$ cat src/rtl/wb_s15_responder_if.sv
// rtl/wb_s15_responder_if.sv - Wishbone-classic bus bundle for interconnect slave port 15.
interface wb_s15_responder_if #(
  parameter int DATA_WIDTH = 32,
  parameter int ADDR_WIDTH = 32
);
  logic                      s15_cyc_i;
  logic                      s15_stb_i;
  logic                      s15_we_i;
  logic [ADDR_WIDTH-1:0]     s15_adr_i;
  logic [DATA_WIDTH/8-1:0]   s15_sel_i;
  logic [DATA_WIDTH-1:0]     s15_data_i;
  logic [DATA_WIDTH-1:0]     s15_data_o;
  logic                      s15_ack_o;
  logic                      s15_err_o;

  modport slave (
    input  s15_cyc_i, s15_stb_i, s15_we_i, s15_adr_i, s15_sel_i, s15_data_i,
    output s15_data_o, s15_ack_o, s15_err_o
  );

  modport master (
    output s15_cyc_i, s15_stb_i, s15_we_i, s15_adr_i, s15_sel_i, s15_data_i,
    input  s15_data_o, s15_ack_o, s15_err_o
  );
endinterface

$ cat src/rtl/wb_s15_responder.sv
// rtl/wb_s15_responder.sv - Wishbone-classic slave for port 15: register bank, wait states,
// error termination and a read-only ID word in the top register.
module wb_s15_responder #(
  parameter int                    DATA_WIDTH  = 32,
  parameter int                    ADDR_WIDTH  = 32,
  parameter int                    REG_COUNT   = 16,
  parameter int                    WAIT_STATES = 1,
  parameter logic [DATA_WIDTH-1:0] ID_VALUE    = 32'h51500F0F
) (
  input  logic                 clk_i,
  input  logic                 rst_n_i,
  wb_s15_responder_if.slave    s15
);
  localparam int IDX_W = $clog2(REG_COUNT);
  localparam int LANES = DATA_WIDTH / 8;
  localparam logic [3:0] CNT_LOAD = 4'((WAIT_STATES > 0) ? WAIT_STATES - 1 : 0);

  typedef enum logic [1:0] {ST_IDLE, ST_WAIT, ST_RESP} state_t;

  localparam state_t ST_AFTER_REQ = (WAIT_STATES > 0) ? ST_WAIT : ST_RESP;

  state_t                r_state;
  state_t                w_next;
  logic [3:0]            r_cnt;
  logic [ADDR_WIDTH-1:0] r_adr;
  logic                  r_we;
  logic [LANES-1:0]      r_sel;
  logic [DATA_WIDTH-1:0] r_wdata;
  logic [DATA_WIDTH-1:0] r_regs [REG_COUNT];

  logic                  w_req;
  logic [IDX_W-1:0]      w_idx;
  logic                  w_dec_err;
  logic                  w_is_id;
  logic                  w_wr_en;
  logic [DATA_WIDTH-1:0] w_rd_word;

  assign w_req     = s15.s15_cyc_i & s15.s15_stb_i;
  assign w_idx     = r_adr[IDX_W+1:2];
  // Misaligned or beyond the bank both terminate with err.
  assign w_dec_err = (r_adr[1:0] != 2'b00) | (|r_adr[ADDR_WIDTH-1:IDX_W+2]);
  assign w_is_id   = (w_idx == IDX_W'(REG_COUNT - 1));
  assign w_wr_en   = (r_state == ST_RESP) & r_we & ~w_dec_err & ~w_is_id;
  assign w_rd_word = w_is_id ? ID_VALUE : r_regs[w_idx];

  always_comb begin
    w_next         = r_state;
    s15.s15_ack_o  = 1'b0;
    s15.s15_err_o  = 1'b0;
    s15.s15_data_o = '0;
    case (r_state)
      ST_IDLE: begin
        if (w_req) w_next = ST_AFTER_REQ;
      end
      ST_WAIT: begin
        if (!s15.s15_cyc_i)   w_next = ST_IDLE;
        else if (r_cnt == '0) w_next = ST_RESP;
      end
      ST_RESP: begin
        w_next        = ST_IDLE;
        s15.s15_ack_o = ~w_dec_err;
        s15.s15_err_o = w_dec_err;
        if (!w_dec_err && !r_we) s15.s15_data_o = w_rd_word;
      end
      default: w_next = ST_IDLE;
    endcase
  end

  always_ff @(posedge clk_i or negedge rst_n_i) begin
    if (!rst_n_i) begin
      r_state <= ST_IDLE;
      r_cnt   <= '0;
      r_adr   <= '0;
      r_we    <= 1'b0;
      r_sel   <= '0;
      r_wdata <= '0;
      for (int i = 0; i < REG_COUNT; i++) r_regs[i] <= '0;
    end else begin
      r_state <= w_next;
      if (r_state == ST_IDLE && w_req) begin
        r_adr   <= s15.s15_adr_i;
        r_we    <= s15.s15_we_i;
        r_sel   <= s15.s15_sel_i;
        r_wdata <= s15.s15_data_i;
        r_cnt   <= CNT_LOAD;
      end else if (r_state == ST_WAIT && r_cnt != '0) begin
        r_cnt <= r_cnt - 4'd1;
      end
      if (w_wr_en) begin
        for (int k = 0; k < LANES; k++) begin
          if (r_sel[k]) r_regs[w_idx][8*k +: 8] <= r_wdata[8*k +: 8];
        end
      end
    end
  end
endmodule

$ cat src/flat_wrapper.sv
// flat-port wrapper written by rule: the top's interface ports become plain ports
module wb_s15_responder_flat 
#(
  parameter int                    DATA_WIDTH  = 32,
  parameter int                    ADDR_WIDTH  = 32,
  parameter int                    REG_COUNT   = 16,
  parameter int                    WAIT_STATES = 1,
  parameter logic [DATA_WIDTH-1:0] ID_VALUE    = 32'h51500F0F
)
  (clk_i, rst_n_i, s15_s15_cyc_i, s15_s15_stb_i, s15_s15_we_i, s15_s15_adr_i, s15_s15_sel_i, s15_s15_data_i, s15_s15_data_o, s15_s15_ack_o, s15_s15_err_o);
  wb_s15_responder_if #(.DATA_WIDTH(DATA_WIDTH), .ADDR_WIDTH(ADDR_WIDTH)) s15_i ();
  input  logic clk_i;
  input  logic rst_n_i;
  input wire logic [$bits(s15_i.s15_cyc_i)-1:0] s15_s15_cyc_i;
  input wire logic [$bits(s15_i.s15_stb_i)-1:0] s15_s15_stb_i;
  input wire logic [$bits(s15_i.s15_we_i)-1:0] s15_s15_we_i;
  input wire logic [$bits(s15_i.s15_adr_i)-1:0] s15_s15_adr_i;
  input wire logic [$bits(s15_i.s15_sel_i)-1:0] s15_s15_sel_i;
  input wire logic [$bits(s15_i.s15_data_i)-1:0] s15_s15_data_i;
  output wire logic [$bits(s15_i.s15_data_o)-1:0] s15_s15_data_o;
  output wire logic [$bits(s15_i.s15_ack_o)-1:0] s15_s15_ack_o;
  output wire logic [$bits(s15_i.s15_err_o)-1:0] s15_s15_err_o;
  assign s15_i.s15_cyc_i = s15_s15_cyc_i;
  assign s15_i.s15_stb_i = s15_s15_stb_i;
  assign s15_i.s15_we_i = s15_s15_we_i;
  assign s15_i.s15_adr_i = s15_s15_adr_i;
  assign s15_i.s15_sel_i = s15_s15_sel_i;
  assign s15_i.s15_data_i = s15_s15_data_i;
  assign s15_s15_data_o = s15_i.s15_data_o;
  assign s15_s15_ack_o = s15_i.s15_ack_o;
  assign s15_s15_err_o = s15_i.s15_err_o;
  wb_s15_responder #(.DATA_WIDTH(DATA_WIDTH), .ADDR_WIDTH(ADDR_WIDTH), .REG_COUNT(REG_COUNT), .WAIT_STATES(WAIT_STATES), .ID_VALUE(ID_VALUE)) u_core (.clk_i(clk_i), .rst_n_i(rst_n_i), .s15(s15_i));
endmodule
$ cat config.mk
export PLATFORM = sky130hd
export DESIGN_NAME = wb_s15_responder_flat
export DESIGN_NICKNAME = d
export VERILOG_FILES = /design/src/rtl/wb_s15_responder_if.sv /design/src/rtl/wb_s15_responder.sv /design/src/flat_wrapper.sv
export SDC_FILE = /design/constraint.sdc
export NUM_CORES = 1
export LEC_CHECK = 0
export CAP_MARGIN = 20
export CORE_MARGIN = 1.5
export CORE_UTILIZATION = 45
export CTS_BUF_LIST = sky130_fd_sc_hd__clkbuf_2
export DETAILED_ROUTE_END_ITERATION = 16
export PLACE_DENSITY = 0.65
export SLEW_MARGIN = 20
export SYNTH_ARGS = -nofsm -noshare
export SYNTH_HDL_FRONTEND = slang
export SYNTH_SLANG_ARGS = --single-unit
$ cat constraint.sdc
create_clock -name clk_i -period 2.89 [get_ports clk_i]
set_input_delay 0.867 -clock clk_i [delete_from_list [all_inputs] [get_ports clk_i]]
set_output_delay 0.867 -clock clk_i [all_outputs]
set_load 0.01 [all_outputs]
==> impl_metrics.env, run 1 <==
export IMPL_htree_levels=4
export IMPL_die_h_um=245.0
export IMPL_crit_buf_inv=3
export IMPL_critical_path_arrival_ns=3.43
export IMPL_rows=88
export IMPL_fmax_mhz=232.6
export IMPL_synthArstFlopShare=1.000
export IMPL_path_class="flop to primary output"
export IMPL_wl_per_cell_um=22.77
export IMPL_grt_total_usage=0.2262
export IMPL_drt_first_pass_iters=5
export IMPL_peakVddDrop_mv=0.3835
export IMPL_clock_path_buffers=3
export IMPL_setup_viol=34
export IMPL_ff_latch_area_mm2=0.01450
export IMPL_antenna_found_initial=1
export IMPL_status="finished with violations"
export IMPL_relSlewSlack=0.4104
export IMPL_maxSlewViolCount=0
export IMPL_setup_ws_ns=-1.410
export IMPL_cts_sink_count=579
export IMPL_fin_area_mm2=0.03215
export IMPL_ys_warn_count=0
export IMPL_grt_max_degree=95
export IMPL_cap_violations=0
export IMPL_power_density_mw_per_mm2=599.8
export IMPL_ys_ff_latch=579
export IMPL_areaGrowthSynthToFinish_pct=21.96
export IMPL_cts_root_buf="clkbuf_2"
export IMPL_grt_overflow_total=0
export IMPL_drtIter0Drc=927
export IMPL_rsz0062_at_grt="true"
export IMPL_crit_top_cell="mux4_2"
export IMPL_insertion_delay_ns=1.31
export IMPL_ys_seq_area_frac=0.5496
export IMPL_port_buffers=106
export IMPL_first_global_vias=17310
export IMPL_core_area_mm2=0.05781
export IMPL_critPathRequiredTime_ns=2.02
export IMPL_detailed_place_hpwl_mm=40.36
export IMPL_fillers=4672
export IMPL_preCtsSetupSlack_ns=-0.5259
export IMPL_synth_cells=1650
export IMPL_slowest_stage="dfrtp_4"
export IMPL_io_pins=107
export IMPL_drc=0
export IMPL_post_synth_cell_area_avg_um2=15.98
export IMPL_mappedNetlistNets=1724
export IMPL_die_x_um=245.0
export IMPL_worstMarginPinSlew_ns=0.8844
export IMPL_place_area_mm2=0.02947
export IMPL_min_path_type="primary input to flop"
export IMPL_synth_edff_count=0
export IMPL_vias=15910
export IMPL_syn_area_mm2=0.02636
export IMPL_gp_congestion=0.7902
export IMPL_cts_buffers_inserted=152
export IMPL_ant_nets=0
export IMPL_cp_max_fo=5
export IMPL_cp_cell_sequence="buf_12 > buf_4 > mux4_2 > mux4_2 > nor2b_1 > buf_2"
export IMPL_multi_input_area_mm2=0.01185
export IMPL_tns_ns=-43.06
export IMPL_hold_viol_final=0
export IMPL_cp_start_kind="flop"
export IMPL_clk_pin_slew_worst_paths_ns=0.10
export IMPL_fin_crit_sh=1.488
export IMPL_synth_distinct_cells=47
export IMPL_grt_pass1_wl_mm=102.3
export IMPL_min_period_ns=4.300
export IMPL_nets=2086
export IMPL_dieArea_mm2=0.06004
export IMPL_critPathTopFamily="multiplexers"
export IMPL_leakage_nw=15.52
export IMPL_cts_tree="yes"
export IMPL_power_mw=19.28
export IMPL_synth_ff_type="dfrtp_1"
export IMPL_cp_end_kind="primary output"
export IMPL_vias_per_cell=5.537
export IMPL_start_util=0.4560
export IMPL_wl_mm=65.43
export IMPL_skew_ns=0.09252
export IMPL_cpPeakStageDelay_ns=0.55
export IMPL_violations="negative setup slack"
export IMPL_drive_gt1_frac=0.6195
[registers in the layout, summed over array words and instances (netlist names)]
signal and count:
u_core.r_we 1, u_core.r_regs 504, u_core.r_cnt 4, u_core.r_wdata 32, u_core.r_state 2, u_core.r_adr 32, u_core.r_sel 4
[layer usage]
layer,global-route usage,routed length [um],share of wire
met5,0,0,0
met3,0.04702,2884,0.044
met4,0.07807,1094,0.017
met2,0.3642,32360,0.49
met1,0.3051,29100,0.44
[synth_stat cells (3+ instances only)]
cell	n	area, um^2
o21ai_0	20	100.1
inv_1	4	15.01
nand2_1	16	60.06
a221oi_1	4	35.03
nand4_1	6	37.54
a22oi_1	43	322.8
mux2_4	24	360.4
buf_2	16	80.08
nand2b_1	3	18.77
nor4_1	5	31.28
nor3_1	4	20.02
mux4_2	123	2770
nand3_1	7	35.03
mux2_2	524	5901
mux2_1	7	78.83
or4_1	3	22.52
nor2_1	11	41.29
a21oi_1	29	145.1
and4b_1	3	30.03
mux2i_1	8	80.08
nor3_2	15	150.1
or3b_2	5	43.79
clkbuf_1	76	285.3
dfrtp_1	579	14490
buf_6	4	45.04
nor3_4	30	488.0
nand4_4	11	234.0
nor2b_1	14	87.58
buf_1	33	123.9
[logic make-up after synthesis]
kind of cell,after synthesis,synth area share
compound gates,101,0.02435
xor+xnor,2,0.0006646
fa+ha+maj,1,0.0004746
buf+inv,135,0.02141
flops,579,0.5496
mux,686,0.3486
simple gates,146,0.05482
[cell type report]
type / count / share of cell area
sequential: 579 / 0.4509
tap: 765 / 0.02977
clock inverter: 40 / 0.009340
multi-input combinational: 936 / 0.3687
timing repair buffer: 339 / 0.1080
inverter: 4 / 0.0004670
antenna: 1 / 0.00007784
clock buffer: 210 / 0.03269
[cells in the final DEF (no fill, tap or decap), types with 25 or more instances in the layout]
cell             count
dfrtp_1            576
mux2_2             524
clkbuf_2           211
buf_4              152
mux4_2             123
clkdlybuf4s50_1     71
a22oi_2             42
buf_12              33
nor3_4              31
dlygate4sd3_1       26
buf_6               25
[worst paths after layout]
check	from	end	slack, ns	cells after the start
max in group asynchronous	rst_n_i	u_core.r_regs[191]$_DFFE_PN0P_	1.46	4
min in group asynchronous	rst_n_i	u_core.r_regs[502]$_DFFE_PN0P_	0.61	3
max	u_core.r_adr[2]$_DFFE_PN0P_	s15_s15_data_o[8]	-1.41	6
min	s15_s15_data_i[8]	u_core.r_wdata[8]$_DFFE_PN0P_	0.20	2
max reg2reg	u_core.r_adr[2]$_DFFE_PN0P_	u_core.r_regs[83]$_DFFE_PN0P_	0.14	9
min reg2reg	u_core.r_regs[5]$_DFFE_PN0P_	u_core.r_regs[5]$_DFFE_PN0P_	0.38	0
[worst register-to-register path: cells and delay by family, from the launching register on]
kind                   cells  cell delay [ns]
buffers and inverters      5             0.89
AND/OR/NAND/NOR            3             0.84
flip-flops                 1             0.50
multiplexers               1             0.36
[repair_timing]
item                                    CTS  global route
endpoints found under the setup margin   34            38
hold endpoints to repair                455             0
buffers inserted                         27             3
gates cloned                              8             1
hold buffers                             27             0
pin swaps                                40            14
gates resized for setup                 245            50
[through the flow]
stage	hold WS, ns	instances	utilization
3_5_place_dp	0.3630	2561	0.5098
5_1_grt	0.06812	2874	0.5562
6_report	0.1960	2874	0.5562
4_1_cts	0.001940	2873	0.5529
3_3_place_gp	0.3599	2561	0.5098
2_1_floorplan	0.4240	1650	-
[report_power, final]
part / switching, mW / internal [mW] / total, mW
combinational: 2.16 / 2.18 / 4.34
clock: 3.30 / 2.40 / 5.70
sequential: 0.808 / 8.44 / 9.25
(Power assumes the default switching activity.)
==> run 2, diff against run 1 <==
Settings changed: GPL_ROUTABILITY_DRIVEN from default to 0.
==> results of run 2 <==
The final DEF is identical to that of run 1; final timing and power are the same.
==> run 3, diff against run 2 <==
Settings changed: HOLD_SLACK_MARGIN from default to 0.05, SKIP_LAST_GASP from default to 1.
==> run 3 against run 2 <==
The run still ends with negative setup slack left. Global-route usage up 0.13 points. Core utilization is 0.74 points higher. Sequential power about the same. Clock power hardly changed. Largest cell class unchanged.
==> impl_metrics.env, run 3 (same netlist as run 1, synthesis figures left out) <==
export IMPL_drive_gt1_frac=0.6065
export IMPL_wl_mm=66.11
export IMPL_clk_pin_slew_worst_paths_ns=0.10
export IMPL_die_x_um=245.0
export IMPL_fmax_mhz=233.3
export IMPL_top_regs="u_core.r_regs (504), u_core.r_adr (32), u_core.r_wdata (32)"
export IMPL_setup_viol=34
export IMPL_htree_levels=4
export IMPL_path_class="flop to primary output"
export IMPL_critPathRequiredTime_ns=2.02
export IMPL_io_pins=107
export IMPL_sw_frac_of_total=0.3248
export IMPL_seq_power_share=0.478
export IMPL_nets=2128
export IMPL_peakVddDrop_mv=0.3829
export IMPL_core_area_mm2=0.05781
export IMPL_clock_path_buffers=3
export IMPL_first_global_vias=17510
export IMPL_hold_viol_final=0
export IMPL_skew_ns=0.09368
export IMPL_vias=16060
export IMPL_start_util=0.4560
export IMPL_cts_buffers_inserted=152
export IMPL_critical_path_arrival_ns=3.42
export IMPL_vias_per_cell=5.506
export IMPL_grt_overflow_total=0
export IMPL_fillers=4609
export IMPL_cts_sink_count=579
export IMPL_die_h_um=245.0
export IMPL_drc=0
export IMPL_worstMarginPinSlew_ns=0.8820
export IMPL_fin_crit_sh=1.483
export IMPL_cp_start_kind="flop"
export IMPL_cap_violations=0
export IMPL_areaGrowthSynthToFinish_pct=23.59
export IMPL_setup_ws_ns=-1.396
export IMPL_min_path_type="primary input to flop"
export IMPL_p_comb_frac=0.228
export IMPL_insertion_delay_ns=1.31
export IMPL_cts_root_buf="clkbuf_2"
export IMPL_antenna_found_initial=1
export IMPL_maxSlewViolCount=0
export IMPL_dieArea_mm2=0.06004
export IMPL_grt_max_degree=95
export IMPL_port_buffers=106
export IMPL_grt_total_usage=0.2275
export IMPL_grt_pass1_wl_mm=103.0
export IMPL_drtIter0Drc=956
export IMPL_wl_per_cell_um=22.67
export IMPL_drt_first_pass_iters=5
export IMPL_layoutNonFillerInstCount=2916
export IMPL_dp_cells=2561
export IMPL_layout_commonest_cell="dfrtp_1"
export IMPL_ant_nets=0
export IMPL_leakage_nw=15.72
export IMPL_whs_ns=0.2367
export IMPL_status="finished with violations"
export IMPL_p_int_mw=13.07
export IMPL_cp_end_kind="primary output"
export IMPL_fin_util=0.5636
export IMPL_final_cell_mix="576 x dfrtp_1, 524 x mux2_2, 211 x clkbuf_2"
export IMPL_power_switching_mw=6.289
export IMPL_cts_tree="yes"
export IMPL_detailed_place_hpwl_mm=40.36
export IMPL_rows=88
export IMPL_clkPwrFrac=0.294
export IMPL_cp_max_fo=7
export IMPL_power_density_mw_per_mm2=594.4
export IMPL_rsz0062_at_grt="true"
export IMPL_largest_reg_flops=504
export IMPL_relSlewSlack=0.4120
export IMPL_top_register="u_core.r_regs"
export IMPL_violations="negative setup slack"
export IMPL_power_mw=19.36
export IMPL_min_period_ns=4.286
run 3: final cells by class:
type	instances	area [um^2]	area share
Multi-Input combinational cell	936	11820	0.3629
Inverter	4	15.01	0.0004609
Clock buffer	210	1051	0.03226
Tap cell	765	957.2	0.02938
Timing Repair Buffer	381	3931	0.1207
Sequential cell	579	14500	0.4450
Clock inverter	40	300.3	0.009218
Antenna cell	1	2.502	0.00007681
run 3: metal layers:
| metal | track usage | wire length [um] |
|---|---|---|
| met1 | 0.3051 | 29540 |
| met4 | 0.07807 | 1117 |
| met2 | 0.3678 | 32850 |
| met5 | 0 | 0 |
| met3 | 0.04833 | 2604 |
run 3: power groups by stage:
stage / combinational (mW) / clock [mW] / sequential, mW
finish: 4.41 / 5.70 / 9.25
floorplan: 2.26 / 0 / 8.86
CTS: 4.40 / 5.96 / 9.23
global route: 4.67 / 6.35 / 9.36
global placement: 3.53 / 0 / 9.37
detailed placement: 3.59 / 0 / 9.40
run 3: worst paths after layout:
path / startpoint / to / slack (ns) / cells past startpoint
max in group asynchronous: rst_n_i / u_core.r_regs[191]$_DFFE_PN0P_ / 2.03 / 3
hold / removal: s15_s15_adr_i[3] / u_core.r_adr[3]$_DFFE_PN0P_ / 0.24 / 2
hold reg to reg: u_core.r_regs[29]$_DFFE_PN0P_ / u_core.r_regs[29]$_DFFE_PN0P_ / 0.38 / 0
setup / recovery: u_core.r_adr[2]$_DFFE_PN0P_ / s15_s15_data_o[11] / -1.40 / 7
min in group asynchronous: rst_n_i / u_core.r_regs[237]$_DFFE_PN0P_ / 0.29 / 3
setup reg to reg: u_core.r_adr[2]$_DFFE_PN0P_ / u_core.r_regs[83]$_DFFE_PN0P_ / 0.13 / 9
run 3: timing repair:
| action | CTS | global route |
|---|---|---|
| endpoints found under the hold margin | 507 | 0 |
| buffers inserted | 27 | 5 |
| endpoints found under the setup margin | 34 | 101 |
| cloned | 8 | 2 |
| pin swaps | 34 | 16 |
| resized for setup | 235 | 52 |
| hold buffers | 66 | 0 |
run 3: stage by stage:
step | setup WS (ns) | setup TNS (ns) | instance area (um^2)
after global placement | -0.5269 | -12.03 | 29470
after global routing | -1.562 | -50.22 | 32580
final | -1.396 | -43.60 | 32580
after CTS | -1.587 | -53.26 | 32330
after floorplan | 0.01009 | 0 | 26390
after detailed placement | -0.5259 | -12.57 | 29470
run 3: worst max-delay path, cell delays in order (launching register included):
cell     delay [ns]
dfrtp_4        0.55
buf_12         0.17
buf_12         0.14
buf_12         0.12
mux4_2         0.40
mux4_2         0.46
nor2b_4        0.14
buf_6          0.11
